`src/rtl/line_buffer_3x3_6.sv`:
```
// Purpose: raster-order 6-bit pixel stream in, sliding 3x3 window out (two line buffers + window register).
// Latency: a window appears the cycle after the pixel that completes it is accepted; 1 pixel/clock sustained.
// Backpressure: in_ready = !out_valid | out_ready, so a held window stalls input with no skid buffering.
module line_buffer_3x3_6 #(
    parameter int IMG_W = 8,
    parameter int IMG_H = 8
) (
    input  logic       clk,
    input  logic       rst_n,
    input  logic       in_valid,
    input  logic [5:0] in_pixel,
    output logic       in_ready,
    output logic [5:0] win_0,
    output logic [5:0] win_1,
    output logic [5:0] win_2,
    output logic [5:0] win_3,
    output logic [5:0] win_4,
    output logic [5:0] win_5,
    output logic [5:0] win_6,
    output logic [5:0] win_7,
    output logic [5:0] win_8,
    output logic       out_valid,
    input  logic       out_ready,
    output logic       frame_done
);
    localparam int CW = $clog2(IMG_W);
    localparam int RW = $clog2(IMG_H);
    localparam logic [CW-1:0] COL_LAST = CW'(IMG_W - 1);
    localparam logic [RW-1:0] ROW_LAST = RW'(IMG_H - 1);

    logic [CW-1:0] col;
    logic [RW-1:0] row;

    // lb_top holds row r-2, lb_mid holds row r-1, both indexed by column
    logic [5:0] lb_top [IMG_W];
    logic [5:0] lb_mid [IMG_W];

    // window register, row-major: index 3*wr + wc
    logic [5:0] win [9];

    logic       in_xfer;
    logic       out_xfer;
    logic       col_last;
    logic       row_last;
    logic       win_hit;
    logic [5:0] top_pix;
    logic [5:0] mid_pix;

    assign in_ready = !out_valid || out_ready;
    assign in_xfer  = in_valid && in_ready;
    assign out_xfer = out_valid && out_ready;
    assign col_last = (col == COL_LAST);
    assign row_last = (row == ROW_LAST);
    // only pixels with two rows and two columns of history complete a real window,
    // which also hides stale line-buffer data left over from the previous frame
    assign win_hit  = (row >= RW'(2)) && (col >= CW'(2));
    assign top_pix  = lb_top[col];
    assign mid_pix  = lb_mid[col];

    // raster position counters and end-of-frame pulse
    always_ff @(posedge clk or negedge rst_n) begin
        if (!rst_n) begin
            col        <= '0;
            row        <= '0;
            frame_done <= 1'b0;
        end else begin
            frame_done <= in_xfer && col_last && row_last;
            if (in_xfer) begin
                if (col_last) begin
                    col <= '0;
                    row <= row_last ? '0 : row + RW'(1);
                end else begin
                    col <= col + CW'(1);
                end
            end
        end
    end

    // line buffers: the column slot ages one row per accepted pixel; contents need no reset
    always_ff @(posedge clk) begin
        if (in_xfer) begin
            lb_top[col] <= mid_pix;
            lb_mid[col] <= in_pixel;
        end
    end

    // window shifts left and takes the new column {r-2, r-1, incoming} on each accepted pixel
    always_ff @(posedge clk or negedge rst_n) begin
        if (!rst_n) begin
            for (int i = 0; i < 9; i++) begin
                win[i] <= '0;
            end
        end else if (in_xfer) begin
            for (int r = 0; r < 3; r++) begin
                win[3*r]     <= win[3*r + 1];
                win[3*r + 1] <= win[3*r + 2];
            end
            win[2] <= top_pix;
            win[5] <= mid_pix;
            win[8] <= in_pixel;
        end
    end

    // window valid: set by a window-completing pixel, cleared once consumed otherwise
    always_ff @(posedge clk or negedge rst_n) begin
        if (!rst_n) begin
            out_valid <= 1'b0;
        end else if (in_xfer && win_hit) begin
            out_valid <= 1'b1;
        end else if (out_xfer) begin
            out_valid <= 1'b0;
        end
    end

    assign win_0 = win[0];
    assign win_1 = win[1];
    assign win_2 = win[2];
    assign win_3 = win[3];
    assign win_4 = win[4];
    assign win_5 = win[5];
    assign win_6 = win[6];
    assign win_7 = win[7];
    assign win_8 = win[8];

endmodule

```
`config.mk`:
```
export PLATFORM = sky130hd
export DESIGN_NAME = line_buffer_3x3_6
export DESIGN_NICKNAME = d
export VERILOG_FILES = /design/src/rtl/line_buffer_3x3_6.sv
export SDC_FILE = /design/constraint.sdc
export NUM_CORES = 1
export LEC_CHECK = 0
export CAP_MARGIN = 25
export CORE_ASPECT_RATIO = 2
export CORE_UTILIZATION = 35
export CTS_BUF_LIST = sky130_fd_sc_hd__clkbuf_2 sky130_fd_sc_hd__clkbuf_4 sky130_fd_sc_hd__clkbuf_8
export DETAILED_ROUTE_END_ITERATION = 10
export PLACE_DENSITY_LB_ADDON = 0.3
export SYNTH_ARGS = -nofsm -noshare
export SYNTH_HDL_FRONTEND = slang
export SYNTH_SLANG_ARGS = --single-unit
```
`constraint.sdc`:
```
create_clock -name clk -period 6 [get_ports clk]
set_clock_uncertainty 0.2 [all_clocks]
set_input_delay 1.2 -clock clk [delete_from_list [all_inputs] [get_ports clk]]
set_output_delay 1.2 -clock clk [all_outputs]
set_load 0.005 [all_outputs]
```
Word-level counts from Yosys, hierarchy flattened --
Memories as Yosys holds them, arrays and structs flattened. A register that Yosys moved wholly into a read port is not among the register bits. Cells that the tools add are included.
Word-level totals: logic and storage cells 37, input bits 10, bits in writable memories 96, output and inout bits 57, register bits after elaboration 56, memories 2, memory bits (read-only) 0, bits in latches 0
Cells by class: reduce and logical (&&, ||, !) cells 11, divide/modulo/power cells 0, multiply operators 0, eq/ne operators 2, order comparisons 2, shift operators 0, muxes and demuxes 6, $add $sub $neg 2, bitwise operators 0
Memory list:
- lb_mid | depth 8, width 6, read ports 1, clocked after memory_dff 0, write ports 1, RTL line 36 | logic [5:0] lb_mid [IMG_W];
- lb_top | depth 8, width 6, read ports 1, clocked after memory_dff 1, write ports 1, RTL line 35 | logic [5:0] lb_top [IMG_W];
Operators with widths (number):
- adder 3 x 1 -> 3 bit, second input constant | 2
- == test 3 bit, second input constant | 2
- greater-or-equal comparator 3 x 2 -> 1 bit, second input constant | 2
- logical AND 1 bit | 6
- two-way mux 3 bit | 2
- two-way mux 1 bit | 4
- zero test 1 bit | 2
- AND reduction 2 bit | 1
- nonzero test 2 bit | 1
- logical OR 1 bit | 1

Logic depth before layout (Yosys ltp) --
Gate-level depths: netlist (run 1).
depth after elaboration 5, depth in mapped cells 7, gate-level depth less buffers 5

Worst setup path after synthesis (run 1) --
Ideal clock, no wire load.
path kind input to register, start input out_ready, end memory lb_mid[0][0], enable pin, setup slack 2.450 ns, stages on the path 4, path buffers 1, arrival time 2.938 ns, library setup time 0.412 ns, cells stage by stage nand2b_1 -> nand2_1 -> clkbuf_1 -> nor4_1
On the way: cells in the longest elaborated chain, start to end 4
Ends and longest elaborated chain:
- from (decl) | RTL line 23 | input logic out_ready,
- logical OR 1 bit | RTL line 49 | assign in_ready = !out_valid || out_ready;
- logical AND 1 bit | RTL line 50 | assign in_xfer = in_valid && in_ready;
- two-way mux 1 bit | RTL line 81 | if (in_xfer) begin
- two-way mux 1 bit (not written as such) | RTL line 83 | lb_mid[col] <= in_pixel;
- to (decl) | RTL line 36
Every way passes these cells.

Final worst setup path (run 1) --
start input out_ready, end output in_ready
On the way: cells in the longest elaborated chain, start to end 1
Ends and longest elaborated chain:
- logical OR 1 bit | RTL line 49
- to (decl) | RTL line 12 | output logic in_ready,
Every way passes these cells.

==> results.py, run 1 <==
metrics = {
    "outcome": {
        "status": "finished clean",
    },
    "floorplan": {
        "fp.dieW_um": 96.4,
        "io_pins": 67,
        "die_y_um": 191,
        "row_count": 68,
        "fp.coreArea_mm2": 0.0174,
        "dieArea_mm2": 0.0184,
        "initial_core_util_pct": 36.0,
    },
    "timing": {
        "period_share_pct": 62.6,
        "rsz0062_at_grt": "no",
        "finalMaxSlewViolations": 0,
        "max_slew_margin_pct": 49.0,
        "hold_violations": 0,
        "max_freq_ghz": 0.266,
        "tns_ps": 0,
        "setup_viol": 0,
        "min_period_ps": 3760,
        "worst_pin_slew_ps": 765,
    },
    "layout": {
        "area_growth_pct": 19.6,
        "diodes": 0,
        "n_fill_cell": 1628,
        "drive_above_1_share_pct": 13.2,
        "layout.nets": 547,
        "stdcell_count": 755,
    },
    "global_routing": {
        "antenna_found_initial": 0,
        "grt_overflow": 0,
        "gr-usage-all-layers_pct": 14.7,
        "grt_pass1_wl_um": 19700,
        "grt_max_degree": 63,
        "grt_pass1_vias": 3718,
    },
    "synth": {
        "yosysSeqAreaShare_pct": 71.1,
        "syn_nets": 471,
        "muxShareOfSynthArea_pct": 8.34,
        "synthSimpleGateAreaFrac_pct": 11.3,
        "synth_top_cells_by_area": "edfxtp_1, dfrtp_1, nand2_1",
        "synthArstFlopShare_pct": 39.2,
        "netlist.area_leader.share_pct": 46.2,
        "synth_compound_area_share_pct": 5.15,
        "synthFlopType": "edfxtp_1",
        "synthCells": 456,
        "synth_xor_area_share_pct": 0,
        "yosys.area.top_type": "edfxtp_1",
        "synth.most_common_cell": "nand2_1",
        "netlist_area_mm2": 0.00624,
        "synth_fa_ha_area_share_pct": 1.00,
        "synth_top_family_by_area": "simple AND/OR/NAND/NOR gates",
        "ys.warnings.count": 0,
        "synth_area_per_cell_um2": 13.7,
        "synth_edf_count": 96,
        "ys_seq_elements": 158,
        "synth_cell_type_count": 47,
        "synthTopCellsByCount": "nand2_1, edfxtp_1, dfrtp_1",
    },
    "setup_path": {
        "crit_path_start_kind": "input pin",
        "cp-end-kind": "output port",
        "required_ps": 4600,
        "cp.arrival_ps": 2360,
        "r2r_cells": 5,
        "timing.rr.end": "win_5[0]",
        "rr_startpoint": "col[2]",
        "reg2reg_slack_ps": 3640,
        "cp-startpoint": "out_ready",
        "setup.worst_path.class": "input pin to output port",
        "critPathMaxFanout": 5,
    },
    "job": {
        "maxCapViolCount": 0,
    },
    "clock_network": {
        "cts_resized": 0,
        "clkSlewWorstSetupHoldPaths_ps": 80,
        "clkSinkCount": 158,
        "clk_latency_ps": 450,
        "holdBufCountCts": 0,
        "htree_levels": 4,
        "cts_made_buffers": 17,
        "post-cts-setup-buffer-count": 0,
        "clk_path_buf_depth": 2,
        "root_buffer": "clkbuf_8",
        "cts_tree": "done",
    },
    "drt": {
        "finalWirelength_um": 12400,
        "drc_errors": 0,
        "drt_iter0_markers": 194,
        "vias": 3633,
        "dr.pass1.iters": 4,
        "via_per_inst": 4.81,
        "ant_nets": 0,
        "wl_per_cell_um": 16.5,
    },
    "placed_design": {
        "place.gp.congestion": 0.738,
        "dpl.hpwl_um": 8170,
        "dpl.cell_count": 723,
        "portBuffers": 66,
    },
    "pwr": {
        "power.density_mw_per_mm2": 477,
        "vdd_drop_max_mv": 0.149,
        "p_leak_nw": 2.96,
    },
    "worst_hold_path": {
        "whs_path_depth": 2,
        "hp-class": "flip-flop to flip-flop",
        "hold_path.startpoint": "win_0[0]",
        "hold-path-endpoint": "win_0[0]",
    },
}
[state kept, by name (all words and copies together), names as in the netlist, 6 cells and up]
signal / cells
lb_mid: 48
win_0: 6
win_7: 6
lb_top: 48
win_1: 6
win_6: 6
win_4: 6
win_8: 6
win_3: 6
win_5: 6
win_2: 6
[worst max-delay path: stages]
cell and delay (ps):
clkdlybuf4s50_1 440, nand2b_1 180, clkdlybuf4s50_1 530
[worst max path at each step]
stage                         to  slack [ps]  depth (start not counted)
finish                  in_ready        2240                          3
global route            in_ready        2210                          3
global placement        in_ready        2230                          3
floorplan           lb_mid[0][0]        2450                          4
detailed placement      in_ready        2240                          3
CTS                     in_ready        2240                          3
[area by class of cell]
cell class,count,area (um2),area share [%]
clock buffer,18,241,3.24
inverter,7,26.3,0.352
multi-input combinational,267,1620,21.7
sequential,158,4440,59.4
tap,210,263,3.52
timing repair buffer,81,768,10.3
clock inverter,14,110,1.48
[cell usage in the layout, fill, tap and decap left out, drive strengths merged, types with 11 or more instances in the layout]
cell type	synthesis	final
buf	18	16
nor2	11	11
mux2	15	15
o21ai	13	13
inv	7	12
dfrtp	62	62
mux2i	25	25
clkbuf	6	18
clkdlybuf4s50	0	65
nand2	141	141
edfxtp	96	96
[cell families after synthesis]
logic type / count (synthesis)
AND/OR/NAND/NOR: 175
multiplexers: 44
adder cells (fa/ha/maj): 5
AO/OA/AOI/OAI: 43
buffers and inverters: 31
flip-flops: 158
[report_power, final]
| part | leakage, nW | internal, W | switching (W) |
|---|---|---|---|
| registers | 1.63 | 0.00152 | 0.000135 |
| logic | 1.16 | 0.000568 | 0.000635 |
| clock network | 0.168 | 0.000296 | 0.000402 |
| total | 2.96 | 0.00239 | 0.00117 |
[layer usage]
metal  GRT usage [%]  share of wire [%]
met1            16.9                 40
met2            25.6                 55
met3            3.31                3.1
met4            6.11                2.0
met5               0                  0
[per-stage QoR]
stage	worst slack [ps]	area, um2	util (%)	hold slack [ps]	power [W]
after global placement	2230	7110	41.0	258	0.00287
after CTS	2240	7460	43.0	284	0.00361
final	2240	7460	43.0	277	0.00356
after global routing	2210	7460	43.0	299	0.00379
after detailed placement	2240	7110	41.0	262	0.00291
after floorplan	2450	6240	-	270	0.00236
No activity file was read; power rests on OpenSTA's default activity.
==> run 2, diff against run 1 <==
Clock period 6 ns to 3.1 ns, I/O delays scaled along.
==> run 2 against run 1 <==
Worst hold slack got worse by 150 ps. Sequential power rose by 100%. Via count rose by 1.5%. First-iteration DRC count fell by 21%. Largest power group unchanged. Clock-buffer cell count rose by 1. Non-clock buffer count rose by 4. Final cell count rose by 0.53%. Sequential share of layout area fell by 1.0 points. Sequential cell count did not move. Register-to-register slack got worse by 3000 ps. Power rose by 100%. Combinational power rose by 85%.
==> results.py, run 2 (same netlist as run 1, synthesis figures left out) <==
metrics = {
    "layout": {
        "final_cell_mix": "nand2_1, edfxtp_1, clkdlybuf4s50_1, dfrtp_1, mux2i_1",
        "diodes": 0,
        "area_growth_pct": 21.7,
        "final_util_pct": 43.8,
        "layout.nets": 551,
        "stdcell_count": 759,
        "final_common_cell": "nand2_1",
        "reg.largest.list": "lb_mid (48), lb_top (48)",
        "drive_above_1_share_pct": 13.8,
    },
    "pwr": {
        "switching_share_pct": 31.0,
        "power.share.clock_pct": 22.8,
        "power.density_mw_per_mm2": 949,
        "vdd_drop_max_mv": 0.343,
        "p_sw_w": 0.00223,
        "power_w": 0.00720,
        "p_seq_share_pct": 46.4,
        "power.internal_w": 0.00497,
        "power.share.combinational_pct": 30.8,
        "p_leak_nw": 3.02,
    },
    "drt": {
        "vias": 3689,
        "finalWirelength_um": 12600,
        "wl_per_cell_um": 16.6,
        "via_per_inst": 4.86,
        "ant_nets": 0,
        "drt_iter0_markers": 153,
        "drc_errors": 0,
        "dr.pass1.iters": 4,
    },
    "floorplan": {
        "row_count": 68,
        "initial_core_util_pct": 36.0,
        "dieArea_mm2": 0.0184,
        "die_y_um": 191,
        "fp.coreArea_mm2": 0.0174,
        "fp.dieW_um": 96.4,
        "io_pins": 67,
    },
    "timing": {
        "min_period_ps": 2620,
        "worst_pin_slew_ps": 809,
        "fin_ws_ps": 481,
        "max_freq_ghz": 0.382,
        "max_slew_margin_pct": 46.1,
        "tns_ps": 0,
        "setup_viol": 0,
        "hold_violations": 0,
        "period_share_pct": 84.5,
        "rsz0062_at_grt": "no",
        "finalMaxSlewViolations": 0,
    },
    "global_routing": {
        "top_usage_layer": "met2",
        "gr-usage-all-layers_pct": 15.0,
        "antenna_found_initial": 0,
        "grt_use_met1_pct": 17.0,
        "grt_max_degree": 63,
        "grt_pass1_wl_um": 20000,
        "grt_pass1_vias": 3698,
        "grtUsageMet3_pct": 2.59,
        "grt_overflow": 0,
        "grt_util_met2_pct": 25.8,
    },
    "clock_network": {
        "post-cts-setup-buffer-count": 0,
        "clkSlewWorstSetupHoldPaths_ps": 80,
        "clk_latency_ps": 440,
        "cts_resized": 0,
        "cts_tree": "done",
        "holdBufCountCts": 0,
        "cts_made_buffers": 17,
        "clk_path_buf_depth": 2,
        "root_buffer": "clkbuf_8",
        "clkSinkCount": 158,
        "htree_levels": 4,
    },
    "setup_path": {
        "r2r_cells": 4,
        "required_ps": 2280,
        "reg2reg_slack_ps": 670,
        "crit_path_start_kind": "input pin",
        "cp-end-kind": "output port",
        "critPathMaxFanout": 5,
        "setup.worst_path.class": "input pin to output port",
        "cp.arrival_ps": 1800,
    },
    "placed_design": {
        "place.gp.congestion": 0.775,
        "portBuffers": 66,
        "dpl.cell_count": 727,
        "post-place-ws_ps": 469,
        "dpl.hpwl_um": 8390,
    },
    "outcome": {
        "status": "finished clean",
    },
    "worst_hold_path": {
        "hp-class": "input pin to asynchronous set/reset pin",
    },
    "job": {
        "maxCapViolCount": 0,
    },
}
## run 2: cell count changes in the layout (fill, tap and decap cells not counted)
| cell | change |
|---|---|
| buf_12 | +1 |
| buf_4 | +3 |
| bufinv_16 | +4 |
| clkbuf_4 | +1 |
| clkinvlp_2 | -1 |
| inv_6 | -4 |
## run 2: critical path: stages
cell and delay [ps]:
clkdlybuf4s50_1 450, nand2b_1 190, clkdlybuf4s50_1 540
## run 2: worst paths after layout
kind	from	endpoint
setup / recovery	out_ready	in_ready
hold / removal	rst_n	win_6[1]
setup reg to reg	col[1]	lb_top[3][2]
hold reg to reg	win_3[5]	win_3[5]
max in group asynchronous	rst_n	col[2]
min in group clk	win_3[5]	win_3[5]
## run 2: area by class of cell
type | instances | area, um2
Sequential cell | 158 | 4440
Timing Repair Buffer | 85 | 811
Clock buffer | 19 | 249
Multi-Input combinational cell | 267 | 1620
Tap cell | 210 | 263
Fill cell | 1589 | 9760
Clock inverter | 13 | 190
Inverter | 7 | 26.3
## run 2: routing by layer
layer	part of all wire (%)	wire, um	up-vias
met5	0	0	-
met4	3.6	452	0
met3	3.5	440	25
met2	53	6650	106
met1	40	5040	1784
li1	-	-	1774
## run 2: power groups by stage
stage	logic (W)	registers, W	clock network (W)
after CTS	0.00226	0.00336	0.00169
after detailed placement	0.00225	0.00340	0
after global routing	0.00246	0.00342	0.00177
after floorplan	0.00132	0.00325	0
after global placement	0.00221	0.00338	0
final	0.00222	0.00334	0.00164
## run 2: per-stage QoR
step	hold WS, ps	instance area [um2]
after floorplan	124	6240
after global placement	257	7150
after detailed placement	262	7150
after CTS	142	7590
after global routing	186	7590
final	124	7590
==> run 3, diff against run 2 <==
Clock period 3.1 ns to 2.1 ns, I/O delays scaled along.
==> run 3 against run 2 <==
Die area is the same. Cell area grew 4.2%. Worst hold slack gained 150 ps. Sequential power grew 43%. First-iteration DRC count shrank 5.9%. Power grew 54%. Final cell count grew 3.7%. Clock-buffer cell count shrank 1. Register-to-register slack lost 590 ps. Global-route usage grew 0.92 points. Largest cell class unchanged.
==> results.py, run 3 (same netlist as run 1, synthesis figures left out) <==
metrics = {
    "timing": {
        "setup_viol": 0,
        "rsz0062_at_grt": "no",
        "hold_violations": 0,
        "min_period_ps": 2020,
        "finalMaxSlewViolations": 0,
        "max_freq_ghz": 0.494,
        "hold_ws_ps": 278,
        "max_slew_margin_pct": 56.3,
        "period_share_pct": 96.4,
        "worst_pin_slew_ps": 654,
    },
    "global_routing": {
        "gr-usage-all-layers_pct": 15.9,
        "grt_overflow": 0,
        "grt_pass1_wl_um": 21100,
        "antenna_found_initial": 0,
        "grt_pass1_vias": 3877,
        "grt_max_degree": 63,
    },
    "layout": {
        "final_cell_mix": "nand2_1, edfxtp_1, clkdlybuf4s50_1, dfrtp_1, buf_4",
        "layout.nets": 579,
        "final_util_pct": 45.6,
        "stdcell_count": 787,
        "final_common_cell": "nand2_1",
        "drive_above_1_share_pct": 18.9,
        "area_growth_pct": 26.8,
        "stdcell_area_mm2": 0.00791,
        "reg.largest.list": "lb_mid (48), lb_top (48)",
        "diodes": 0,
        "n_fill_cell": 1571,
    },
    "clock_network": {
        "root_buffer": "clkbuf_8",
        "clk_path_buf_depth": 2,
        "clk_latency_ps": 470,
        "cts_tree": "done",
        "cts_made_buffers": 17,
        "clkSlewWorstSetupHoldPaths_ps": 90,
        "htree_levels": 4,
        "clkSinkCount": 158,
    },
    "pwr": {
        "power.density_mw_per_mm2": 1400,
        "p_leak_nw": 3.20,
        "power_w": 0.0111,
        "vdd_drop_max_mv": 0.408,
    },
    "floorplan": {
        "row_count": 68,
        "die_y_um": 191,
        "io_pins": 67,
        "initial_core_util_pct": 36.0,
        "dieArea_mm2": 0.0184,
        "fp.dieW_um": 96.4,
        "fp.coreArea_mm2": 0.0174,
    },
    "setup_path": {
        "cp_num_buf_inv": 1,
        "critPathMaxFanout": 3,
        "crit_slowest_cell": "clkdlybuf4s50_1",
        "cp_top_family": "buffers and inverters",
        "crit_path_start_kind": "flip-flop",
        "cp.arrival_ps": 1400,
        "crit_chain": "clkdlybuf4s50_1",
        "cp-end-kind": "output port",
        "required_ps": 1480,
        "max_stage_delay_ps": 530,
        "setup.worst_path.class": "flip-flop to output port",
    },
    "drt": {
        "wl_per_cell_um": 17.0,
        "dr.pass1.iters": 4,
        "finalWirelength_um": 13400,
        "drc_errors": 0,
        "via_per_inst": 4.85,
        "ant_nets": 0,
        "drt_iter0_markers": 144,
        "vias": 3817,
    },
    "placed_design": {
        "dpl.hpwl_um": 9510,
        "place_area_mm2": 0.00744,
        "portBuffers": 66,
        "place.gp.congestion": 0.772,
        "dpl.cell_count": 750,
    },
    "job": {
        "maxCapViolCount": 0,
    },
    "worst_hold_path": {
        "hp-class": "input pin to asynchronous set/reset pin",
    },
    "outcome": {
        "status": "finished clean",
    },
}
-- run 3: power by group --
| group | switching [W] | internal (W) |
|---|---|---|
| Clock | 0.00119 | 0.00111 |
| Sequential | 0.000442 | 0.00435 |
| Combinational | 0.00197 | 0.00203 |
| Total | 0.00360 | 0.00749 |
-- run 3: final timing paths --
kind                       startpoint           end  slack, ps  cells after the start
max                          win_8[3]      win_8[3]         80                      1
min                             rst_n      win_7[4]        280                      3
max reg2reg                    col[1]  lb_top[2][0]         80                      4
min reg2reg                  win_3[2]      win_3[2]        280                      2
max in group asynchronous       rst_n        col[2]       1110                      3
min in group clk             win_3[2]      win_3[2]        280                      2
-- run 3: final cells by class --
cell class | instances | area, um2 | share of cell area [%]
Clock buffer | 18 | 248 | 3.13
Clock inverter | 14 | 153 | 1.93
Inverter | 7 | 26.3 | 0.332
Multi-Input combinational cell | 267 | 1680 | 21.2
Sequential cell | 158 | 4440 | 56.1
Tap cell | 210 | 263 | 3.32
Timing Repair Buffer | 113 | 1110 | 14.0
-- run 3: what timing repair did --
action,4_1_cts,5_1_grt
endpoints found under the setup margin,11,2
hold buffers,1,0
hold endpoints to repair,62,0
buffers inserted,0,4
resized for setup,5,0
-- run 3: layer usage --
layer / vias to the layer above / global-route usage [%] / share of wire [%]
li1: 1830 / - / -
met1: 1886 / 17.3 / 38
met2: 77 / 28.0 / 55
met3: 24 / 3.99 / 3.5
met4: 0 / 7.58 / 2.7
met5: - / 0 / 0
-- run 3: stage by stage --
step	TNS (ps)	setup WS, ps
after floorplan	-13800	-323
after global placement	-13940	-240
after detailed placement	-16990	-278
after CTS	0	6.24
after global routing	0	25.1
final	0	76.3
